$ cat config.mk
export PLATFORM = sky130hd
export DESIGN_NAME = tv80_bus_waitgen
export DESIGN_NICKNAME = d
export VERILOG_FILES = /design/src/rtl/tv80_bus_pkg.sv /design/src/rtl/tv80_region_decode.sv /design/src/rtl/tv80_bus_waitgen.sv
export SDC_FILE = /design/constraint.sdc
export NUM_CORES = 1
export LEC_CHECK = 0
export CAP_MARGIN = 10
export CORE_MARGIN = 4
export CORE_UTILIZATION = 40
export CTS_CLUSTER_SIZE = 16
export DETAILED_ROUTE_END_ITERATION = 12
export PLACE_DENSITY = 0.81
export SLEW_MARGIN = 20
export SYNTH_ARGS = -nofsm -noshare
export SYNTH_HDL_FRONTEND = slang
export SYNTH_SLANG_ARGS = --single-unit
$ cat constraint.sdc
create_clock -name clk -period 6.3 [get_ports clk]
set_clock_uncertainty 0.15 [all_clocks]
set_input_delay 0.63 -clock clk [delete_from_list [all_inputs] [get_ports clk]]
set_output_delay 0.63 -clock clk [all_outputs]
set_load 0.01 [all_outputs]
$ cat src/rtl/tv80_bus_pkg.sv
// Shared types, helpers and default memory map for the tv80 bus decoder
// and wait-state generator.
package tv80_bus_pkg;

  typedef enum logic [1:0] {
    IDLE = 2'd0,
    CNT  = 2'd1,
    ACKW = 2'd2,
    HOLD = 2'd3
  } bus_state_e;

  // Standard system map: ROM in the low 32K, RAM in the high 32K, UART at I/O 0x18-0x1F.
  localparam logic [7:0] ROM_BASE  = 8'h00;
  localparam logic [7:0] ROM_MASK  = 8'h80;
  localparam logic [7:0] RAM_BASE  = 8'h80;
  localparam logic [7:0] RAM_MASK  = 8'h80;
  localparam logic [7:0] UART_BASE = 8'h18;
  localparam logic [7:0] UART_MASK = 8'hF8;

  function automatic int idx_width(input int nreg);
    if (nreg <= 2) begin
      return 1;
    end else begin
      return $clog2(nreg);
    end
  endfunction

endpackage

$ cat src/rtl/tv80_region_decode.sv
// Combinational priority decoder: compares the cycle key against every
// region's base/mask and type, lowest matching index wins.
module tv80_region_decode #(
  parameter int NREG  = 4,
  parameter int IDX_W = 2
) (
  input  logic [7:0]        key,
  input  logic              is_io,
  input  logic [NREG*8-1:0] cfg_base,
  input  logic [NREG*8-1:0] cfg_mask,
  input  logic [NREG-1:0]   cfg_io,
  output logic              hit,
  output logic [IDX_W-1:0]  win,
  output logic [NREG-1:0]   sel
);

  logic [NREG-1:0] match_s;

  // Per-region match: masked bits equal and region type equals cycle type.
  always_comb begin
    match_s = '0;
    for (int i = 0; i < NREG; i++) begin
      match_s[i] = (((key ^ cfg_base[i*8 +: 8]) & cfg_mask[i*8 +: 8]) == 8'h00) &&
                   (cfg_io[i] == is_io);
    end
  end

  // Scan from the top so the lowest matching index is the last one written.
  always_comb begin
    win = '0;
    for (int i = NREG - 1; i >= 0; i--) begin
      win = match_s[i] ? IDX_W'(i) : win;
    end
  end

  assign hit = |match_s;
  assign sel = match_s & (~match_s + NREG'(1'b1));

endmodule

$ cat src/rtl/tv80_bus_waitgen.sv
// Region decoder and wait-state generator between the tv80 core and its
// slaves: chip selects, fixed wait counts, optional ack extension with timeout.
module tv80_bus_waitgen
  import tv80_bus_pkg::*;
#(
  parameter int NREG   = 4,
  parameter int WAIT_W = 4,
  parameter int TMO_W  = 8
) (
  input  logic                   clk,
  input  logic                   reset_n,
  input  logic                   mreq_n,
  input  logic                   iorq_n,
  input  logic                   rd_n,
  input  logic                   wr_n,
  input  logic                   m1_n,
  input  logic [15:0]            A,
  input  logic [NREG*8-1:0]      cfg_base,
  input  logic [NREG*8-1:0]      cfg_mask,
  input  logic [NREG-1:0]        cfg_io,
  input  logic [NREG*WAIT_W-1:0] cfg_wait,
  input  logic [NREG-1:0]        cfg_ack,
  input  logic [NREG-1:0]        ack,
  output logic [NREG-1:0]        cs_n,
  output logic                   wait_n,
  output logic                   unmapped,
  output logic                   timeout,
  output logic [2:0]             err_region
);

  localparam int IDX_W = idx_width(NREG);
  localparam logic [TMO_W-1:0] TMO_LAST = ~(TMO_W'(1'b1));

  logic              active_s;
  logic              is_io_s;
  logic [7:0]        key_s;
  logic              hit_s;
  logic [IDX_W-1:0]  win_s;
  logic [NREG-1:0]   sel_s;
  logic [WAIT_W-1:0] wait_live_s;
  logic              ack_live_s;
  logic              need_wait_s;
  logic [NREG-1:0]   cs_sel_s;
  logic              unused_strobes_s;

  bus_state_e        state_r;
  logic              hit_r;
  logic [IDX_W-1:0]  win_r;
  logic              ack_en_r;
  logic [WAIT_W-1:0] cnt_r;
  logic [TMO_W-1:0]  tmo_r;
  logic              unmapped_r;
  logic              timeout_r;
  logic [2:0]        err_region_r;

  // Interrupt acknowledge (iorq with m1) is deliberately excluded.
  assign active_s         = !mreq_n || (!iorq_n && m1_n);
  assign is_io_s          = mreq_n;
  assign key_s            = is_io_s ? A[7:0] : A[15:8];
  assign unused_strobes_s = rd_n & wr_n;

  tv80_region_decode #(
    .NREG  (NREG),
    .IDX_W (IDX_W)
  ) u_decode (
    .key      (key_s),
    .is_io    (is_io_s),
    .cfg_base (cfg_base),
    .cfg_mask (cfg_mask),
    .cfg_io   (cfg_io),
    .hit      (hit_s),
    .win      (win_s),
    .sel      (sel_s)
  );

  assign wait_live_s = cfg_wait[int'(win_s)*WAIT_W +: WAIT_W];
  assign ack_live_s  = cfg_ack[win_s];

  // Cycle sequencer; the IDLE cycle itself counts as the first wait state,
  // so CNT is loaded with wait-1.
  always_ff @(posedge clk or negedge reset_n) begin
    if (!reset_n) begin
      state_r      <= IDLE;
      hit_r        <= 1'b0;
      win_r        <= '0;
      ack_en_r     <= 1'b0;
      cnt_r        <= '0;
      tmo_r        <= '0;
      unmapped_r   <= 1'b0;
      timeout_r    <= 1'b0;
      err_region_r <= 3'd0;
    end else begin
      unmapped_r <= 1'b0;
      timeout_r  <= 1'b0;
      case (state_r)
        IDLE: begin
          if (active_s) begin
            hit_r    <= hit_s;
            win_r    <= win_s;
            ack_en_r <= ack_live_s;
            cnt_r    <= wait_live_s - WAIT_W'(1'b1);
            tmo_r    <= '0;
            if (!hit_s) begin
              unmapped_r <= 1'b1;
              state_r    <= HOLD;
            end else if (wait_live_s > WAIT_W'(1'b1)) begin
              state_r <= CNT;
            end else if (ack_live_s) begin
              state_r <= ACKW;
            end else begin
              state_r <= HOLD;
            end
          end else begin
            state_r <= IDLE;
          end
        end
        CNT: begin
          if (!active_s) begin
            state_r <= IDLE;
            cnt_r   <= '0;
            tmo_r   <= '0;
          end else if (cnt_r == WAIT_W'(1'b1)) begin
            state_r <= ack_en_r ? ACKW : HOLD;
          end else begin
            cnt_r <= cnt_r - WAIT_W'(1'b1);
          end
        end
        ACKW: begin
          if (!active_s) begin
            state_r <= IDLE;
            cnt_r   <= '0;
            tmo_r   <= '0;
          end else if (ack[win_r]) begin
            state_r <= HOLD;
          end else if (tmo_r == TMO_LAST) begin
            timeout_r    <= 1'b1;
            err_region_r <= 3'(win_r);
            state_r      <= HOLD;
          end else begin
            tmo_r <= tmo_r + TMO_W'(1'b1);
          end
        end
        HOLD: begin
          if (!active_s) begin
            state_r <= IDLE;
            cnt_r   <= '0;
            tmo_r   <= '0;
          end else begin
            state_r <= HOLD;
          end
        end
        default: begin
          state_r <= IDLE;
        end
      endcase
    end
  end

  // Wait request: live decode in IDLE so the core sees it in the first T-state.
  always_comb begin
    need_wait_s = 1'b0;
    case (state_r)
      IDLE:    need_wait_s = active_s && hit_s && ((wait_live_s != '0) || ack_live_s);
      CNT:     need_wait_s = 1'b1;
      ACKW:    need_wait_s = 1'b1;
      HOLD:    need_wait_s = 1'b0;
      default: need_wait_s = 1'b0;
    endcase
  end

  // Chip select: live decode in IDLE, latched winner for the rest of the cycle.
  always_comb begin
    cs_sel_s = '0;
    if (!reset_n || !active_s) begin
      cs_sel_s = '0;
    end else if (state_r == IDLE) begin
      cs_sel_s = sel_s;
    end else if (hit_r) begin
      cs_sel_s = NREG'(1'b1) << win_r;
    end else begin
      cs_sel_s = '0;
    end
  end

  assign cs_n       = ~cs_sel_s;
  assign wait_n     = !reset_n || !need_wait_s;
  assign unmapped   = unmapped_r;
  assign timeout    = timeout_r;
  assign err_region = err_region_r;

endmodule
# Yosys cells after proc, flatten, opt, wreduce, memory -nomap -nowiden
# Cells that the tools add are included.
word_totals:
  inputBits: 115
  ff_bits: 22
  output_inout_bits: 10
  wordCells: 121
classes:
  eq_ne: 17
  n_shift: 2
  mux: 43
  reduce_logical: 31
  add_sub_neg: 4
  bitwise: 12
  magnitude_cmp: 3
op_table:
  columns: ["op", "count"]
  rows:
  - ["8-bit 2-to-1 mux", 6]
  - ["8-bit bitwise AND", 4]
  - ["8-bit logical NOT", 4]
  - ["8-bit bitwise XOR", 4]
  - ["4-bit 2-to-1 mux", 7]
  - ["2-bit 2-to-1 mux", 13]
  - ["8-bit case mux with 3 select lines", 1]
  - ["16-bit by 5-bit indexed part select with 4-bit output", 1]
  - ["3-bit != test (second input constant)", 4]
  - ["4-bit case mux with 3 select lines", 1]
  - ["1-bit 2-to-1 mux", 11]
  - ["8-bit by 1-bit adder with 8-bit output (second input constant)", 1]
  - ["8-bit == test (second input constant)", 1]
  - ["4-bit inverter", 2]
  - ["2-bit case mux with 4 select lines", 1]
  - ["4-bit AND reduction", 2]
  - ["4-bit by 1-bit subtractor with 4-bit output (second input constant)", 2]
  - ["1-bit logical AND", 7]
  - ["2-bit by 3-bit less-than comparator with 1-bit output (second input constant)", 2]
  - ["2-bit != test (second input constant)", 3]
  - ["2-bit OR reduction", 3]
  - ["1-bit logical NOT", 5]
  - ["4-bit by 1-bit adder with 4-bit output (second input constant)", 1]
  - ["4-bit bitwise AND", 1]
  - ["other kinds (16)", 25]

# Depth between registers and ports, before layout
# Gate-level depths: netlist of run 1.
logic_depth:
  depth_word: 16
  ltp_mapped: 15
  mapped_depth_nobuf: 12

# By module
# From an unflattened synthesis of run 1, not the netlist that was laid out.
unflattened:
  cells_unflattened: 246
  hier_area_um2: 2214.6
modules_own_cells:
  columns: ["module", "seq_area_each_um2", "area_per_inst_um2", "cells_each", "instances"]
  rows:
  - ["tv80_bus_waitgen", 550.5, 1691.6, 181, 1]
  - ["tv80_region_decode", 0.0, 523.0, 65, 1]

# Worst setup path before layout of run 1
# OpenSTA, ideal clock, no wires.
synth_timing:
  path_type: "in2out"
  start: "in mreq_n"
  end: "out wait_n"
  required_time_ps: 5520
  slack_ps: 2332
  t_arrival_ps: 3188
  path_stages: 13
  path_buffers: 2
  path_cell_list: "buf_6 -> buf_12 -> mux2i_4 -> xnor2_1 -> a221oi_2 -> nand4_2 -> o311ai_0 -> a32oi_1 -> inv_1 -> ha_1 -> nand2_1 -> or4_1 -> nand3_1"
synth_between:
  elab_chain_cells: 16
  elab_cells_between_ends: 38
  classes_between: "4 x eq/ne; 1 x shift; 8 x mux; 8 x bitwise; 17 x reduce/logical"
synth_rtl:
  columns: ["element", "line", "source"]
  rows:
  - ["start, declared", "tv80_bus_waitgen.sv:12", "input logic mreq_n,"]
  - ["8-bit 2-to-1 mux", "tv80_bus_waitgen.sv:59", "assign key_s = is_io_s ? A[7:0] : A[15:8];"]
  - ["8-bit bitwise XOR", "tv80_region_decode.sv:23", "match_s[i] = (((key ^ cfg_base[i*8 +: 8]) & cfg_mask[i*8 +: 8]) == 8'h00) &&"]
  - ["8-bit bitwise AND", "tv80_region_decode.sv:23", null]
  - ["8-bit logical NOT", "tv80_region_decode.sv:23", null]
  - ["1-bit logical AND", "tv80_region_decode.sv:23", null]
  - ["2-bit 2-to-1 mux (4 in a row)", "tv80_region_decode.sv:32", "win = match_s[i] ? IDX_W'(i) : win;"]
  - ["16-bit by 5-bit indexed part select with 4-bit output or 1-bit binary-select mux with 2-bit select (tied branches)", "tv80_bus_waitgen.sv:76, tv80_bus_waitgen.sv:77", null]
  - ["4-bit nonzero test or 1-bit 2-to-1 mux (tied branches)", "tv80_bus_waitgen.sv:163, tv80_bus_waitgen.sv:77", null]
  - ["1-bit logical OR", "tv80_bus_waitgen.sv:163", "IDLE: need_wait_s = active_s && hit_s && ((wait_live_s != '0) || ack_live_s);"]
  - ["1-bit logical AND *", "tv80_bus_waitgen.sv:163", null]
  - ["1-bit case mux with 3 select lines *", "tv80_bus_waitgen.sv:162", "case (state_r)"]
  - ["1-bit logical NOT *", "tv80_bus_waitgen.sv:186", "assign wait_n = !reset_n || !need_wait_s;"]
  - ["1-bit logical OR *", "tv80_bus_waitgen.sv:186", null]
  - ["end, declared", "tv80_bus_waitgen.sv:25", "output logic wait_n,"]
# Every way passes the cells marked *; elsewhere a longest branch is shown, timed or not. The select of a mux whose other input is x is not followed.

# Worst setup path in the final report of run 1
# Ends and elaborated chain as after synthesis.

==> metrics.txt, run 1 <==
Total Nets Final=~520; Worst-Skew Late Latency=around 0.26 ns; power per standard cell area=about 210 nW/um^2; Fin Setup TNS=0 ns; Seq/Total Area, Yosys=0.2318; CTS Sinks=22; buffers added on ports=approximately 120; GRT Residual Overflow=0; routed via count=2467; RSZ-0062 raised after global routing=no; power after layout=approximately 0.8 mW; Tcrit/Tclk final=0.8723; antenna violations before repair=0; 1st-pass router iterations=7; Post-synth EDFFs=0; critical path arrival=4.72 ns; Reg2Reg Setup Slack=between 3 and 4 ns; final setup fails=0; Root Driver=clkbuf_8; initial core utilization=0.4209; Clock Tree Buf Depth=2; min Tclk post-route=around 5.5 ns; post_cts resized=0; Netlist cell types=a little under 60; YS warnings=0; number of diodes=0; crit path launch type=input pin; Max VDD drop=about 0.00014 V; TritonCTS clock tree=yes; P&R area growth vs syn=56.64%; Die Ht=85.05 um; CTS Hold Bufs=0; GRT Total Usage=0.2029; CTS Buf Count=3; GPL Wtd Cong=approximately 0.86; actual slew at the worst max-slew pin=0.6946 ns; largest net degree at the start of global routing=28; Synth Instances=between 200 and 300; Core ar.=between 5000 and 6000 um^2; total I/O pin count=between 100 and 150; MaxCap Viol Count=0; Required @ worst endpoint=5.52 ns; Routed Antenna Nets=0; dpl hpwl=roughly 6.6 mm; Mapped Area=approximately 2400 um^2; Hold/Removal Path Class=flop to flop; status=completed; Routed WL=about 7.5 mm; Yosys reg bits=22; # rows=27; Hold Path Sink=ack_en_r; Slew Limit Fails=0; Die Width=85.05 um; number of global-route vias before repair=about 2.5k; syn_nets=a little under 400; Die Area=between 7000 and 8000 um^2; WL/cell=around 16 um; Leak=between 1 and 1.5 nW; Final Util=0.6593; Post-Place Setup Slack=about 0.76 ns; worst r2r src=win_r[0]; Vias/cell=approximately 5.3; WHS Path Cells=1; final setup margin=0.8045 ns; critical path class=input pin to output pin; share of layout cells above drive strength 1=0.08163; Max Freq=between 150 and 200 MHz; commonest non-fill, non-tap cell in the layout=clkdlybuf4s50_1; CP max FO=15; Synth async-reset ratio=1.000; Fin. Hold Viols=0; Critical Path Sink Type=output pin; commonest register cell after synthesis=dfrtp_1; setup repair bufs after CTS=0; RR Endpoint=tmo_r[5]; clk slew on worst S/H paths=approximately 0.090 ns; number of DRC markers in iteration 0=164; R2R depth=7; most frequent cells in the layout=clkdlybuf4s50_1 (121), xnor2_1 (30), nor2_1 (25), nand2_1 (22), dfrtp_1 (22); Syn Area/Cell=about 9 um^2; DRC violations left=0; first-pass GRT wire length=between 10 and 15 mm; H-tree depth=1; Slew headroom=0.5348; Worst Hold Launch=ack_en_r
==> state kept, by name (all words and copies together) (netlist names) <==
register	count
err_region	2
timeout	1
hit_r	1
ack_en_r	1
state_r	2
win_r	2
cnt_r	4
unmapped	1
tmo_r	8
==> logic make-up after synthesis <==
family,Yosys count,synth area share
AND/OR/NAND/NOR,96,0.2065
AO/OA/AOI/OAI,64,0.2139
XOR/XNOR,38,0.1401
buffers and inverters,23,0.04795
flip-flops,22,0.2318
multiplexers,16,0.1054
adder cells (fa/ha/maj),10,0.05269
other,1,0.001579
==> Yosys cell counts, drive strengths merged, types with 3 or more instances <==
cell | count | area, um^2
xnor2 | 30 | 262.8
nand4 | 4 | 31.28
nand3 | 10 | 50.05
nand4b | 4 | 35.03
nor3 | 7 | 40.04
xor2 | 8 | 70.07
a221oi | 4 | 65.07
nand2 | 23 | 88.84
a32oi | 6 | 52.55
nand2b | 7 | 43.79
mux2i | 12 | 193.9
nor2 | 25 | 93.84
clkbuf | 3 | 11.26
mux2 | 3 | 33.78
a21oi | 13 | 65.06
a22oi | 8 | 65.06
dfrtp | 22 | 550.5
or3 | 4 | 25.02
ha | 10 | 125.1
o21ai | 12 | 60.05
buf | 3 | 38.79
inv | 17 | 63.81
and3 | 5 | 31.28
o311ai | 4 | 42.55
==> area by class of cell <==
cell class	instances	area (um^2)
inverter	17	63.81
multi-input combinational	225	1710
timing repair buffer	124	1234
clock inverter	1	30.03
fill	466	1922
clock buffer	3	41.29
tap	72	90.09
sequential	22	550.5
==> metal layers <==
metal  global-route usage  part of all wire  vias to the layer above
met4              0.02734            0.0056                        0
met1               0.2547              0.42                     1153
met5                    0                 0                        -
met3              0.04175             0.062                        4
met2               0.3651              0.51                       74
li1                     -                 -                     1236
==> critical path, stage by stage <==
cell             delay (ns)
clkdlybuf4s50_1        0.45
buf_4                  0.32
mux2i_2                0.46
xnor2_1                0.12
a222oi_1               0.48
nand3_1                0.34
o311ai_0               0.21
a32oi_1                0.20
inv_1                  0.11
ha_1                   0.20
nand2_1                0.06
or4_1                  0.47
nand3_1                0.12
clkdlybuf4s50_1        0.54
==> power by group <==
| group | switching (mW) | internal [mW] | leakage [nW] |
|---|---|---|---|
| combinational | 0.232 | 0.222 | 1.11 |
| clock | 0.0470 | 0.0848 | 0.0357 |
| sequential | 0.0336 | 0.176 | 0.292 |
==> worst max path at each step <==
stage | from | to | slack [ns]
global route | mreq_n | wait_n | 0.52
CTS | mreq_n | wait_n | 0.76
finish | mreq_n | wait_n | 0.80
floorplan | mreq_n | wait_n | 2.33
detailed placement | mreq_n | wait_n | 0.76
global placement | mreq_n | wait_n | 0.84
==> metrics by stage <==
stage	cells	hold slack, ns	cell area (um^2)
2_1_floorplan	270	0.1844	2375
3_3_place_gp	460	0.3386	3649
3_5_place_dp	460	0.3473	3649
4_1_cts	464	0.3670	3720
5_1_grt	464	0.3809	3720
6_report	464	0.3630	3720
Note: power is estimated with default switching activity, not from simulation.
==> inputs of run 2 (changes only) <==
--- a/config.mk
+++ b/config.mk
@@ -11,7 +11,7 @@
 export CTS_CLUSTER_SIZE = 16
 export DETAILED_ROUTE_END_ITERATION = 12
 export PLACE_DENSITY = 0.81
-export SLEW_MARGIN = 20
+export SLEW_MARGIN = 10
 export SYNTH_ARGS = -nofsm -noshare
 export SYNTH_HDL_FRONTEND = slang
 export SYNTH_SLANG_ARGS = --single-unit
==> results of run 2 <==
Same layout as run 1: the final DEF is identical, and so are final timing and power.
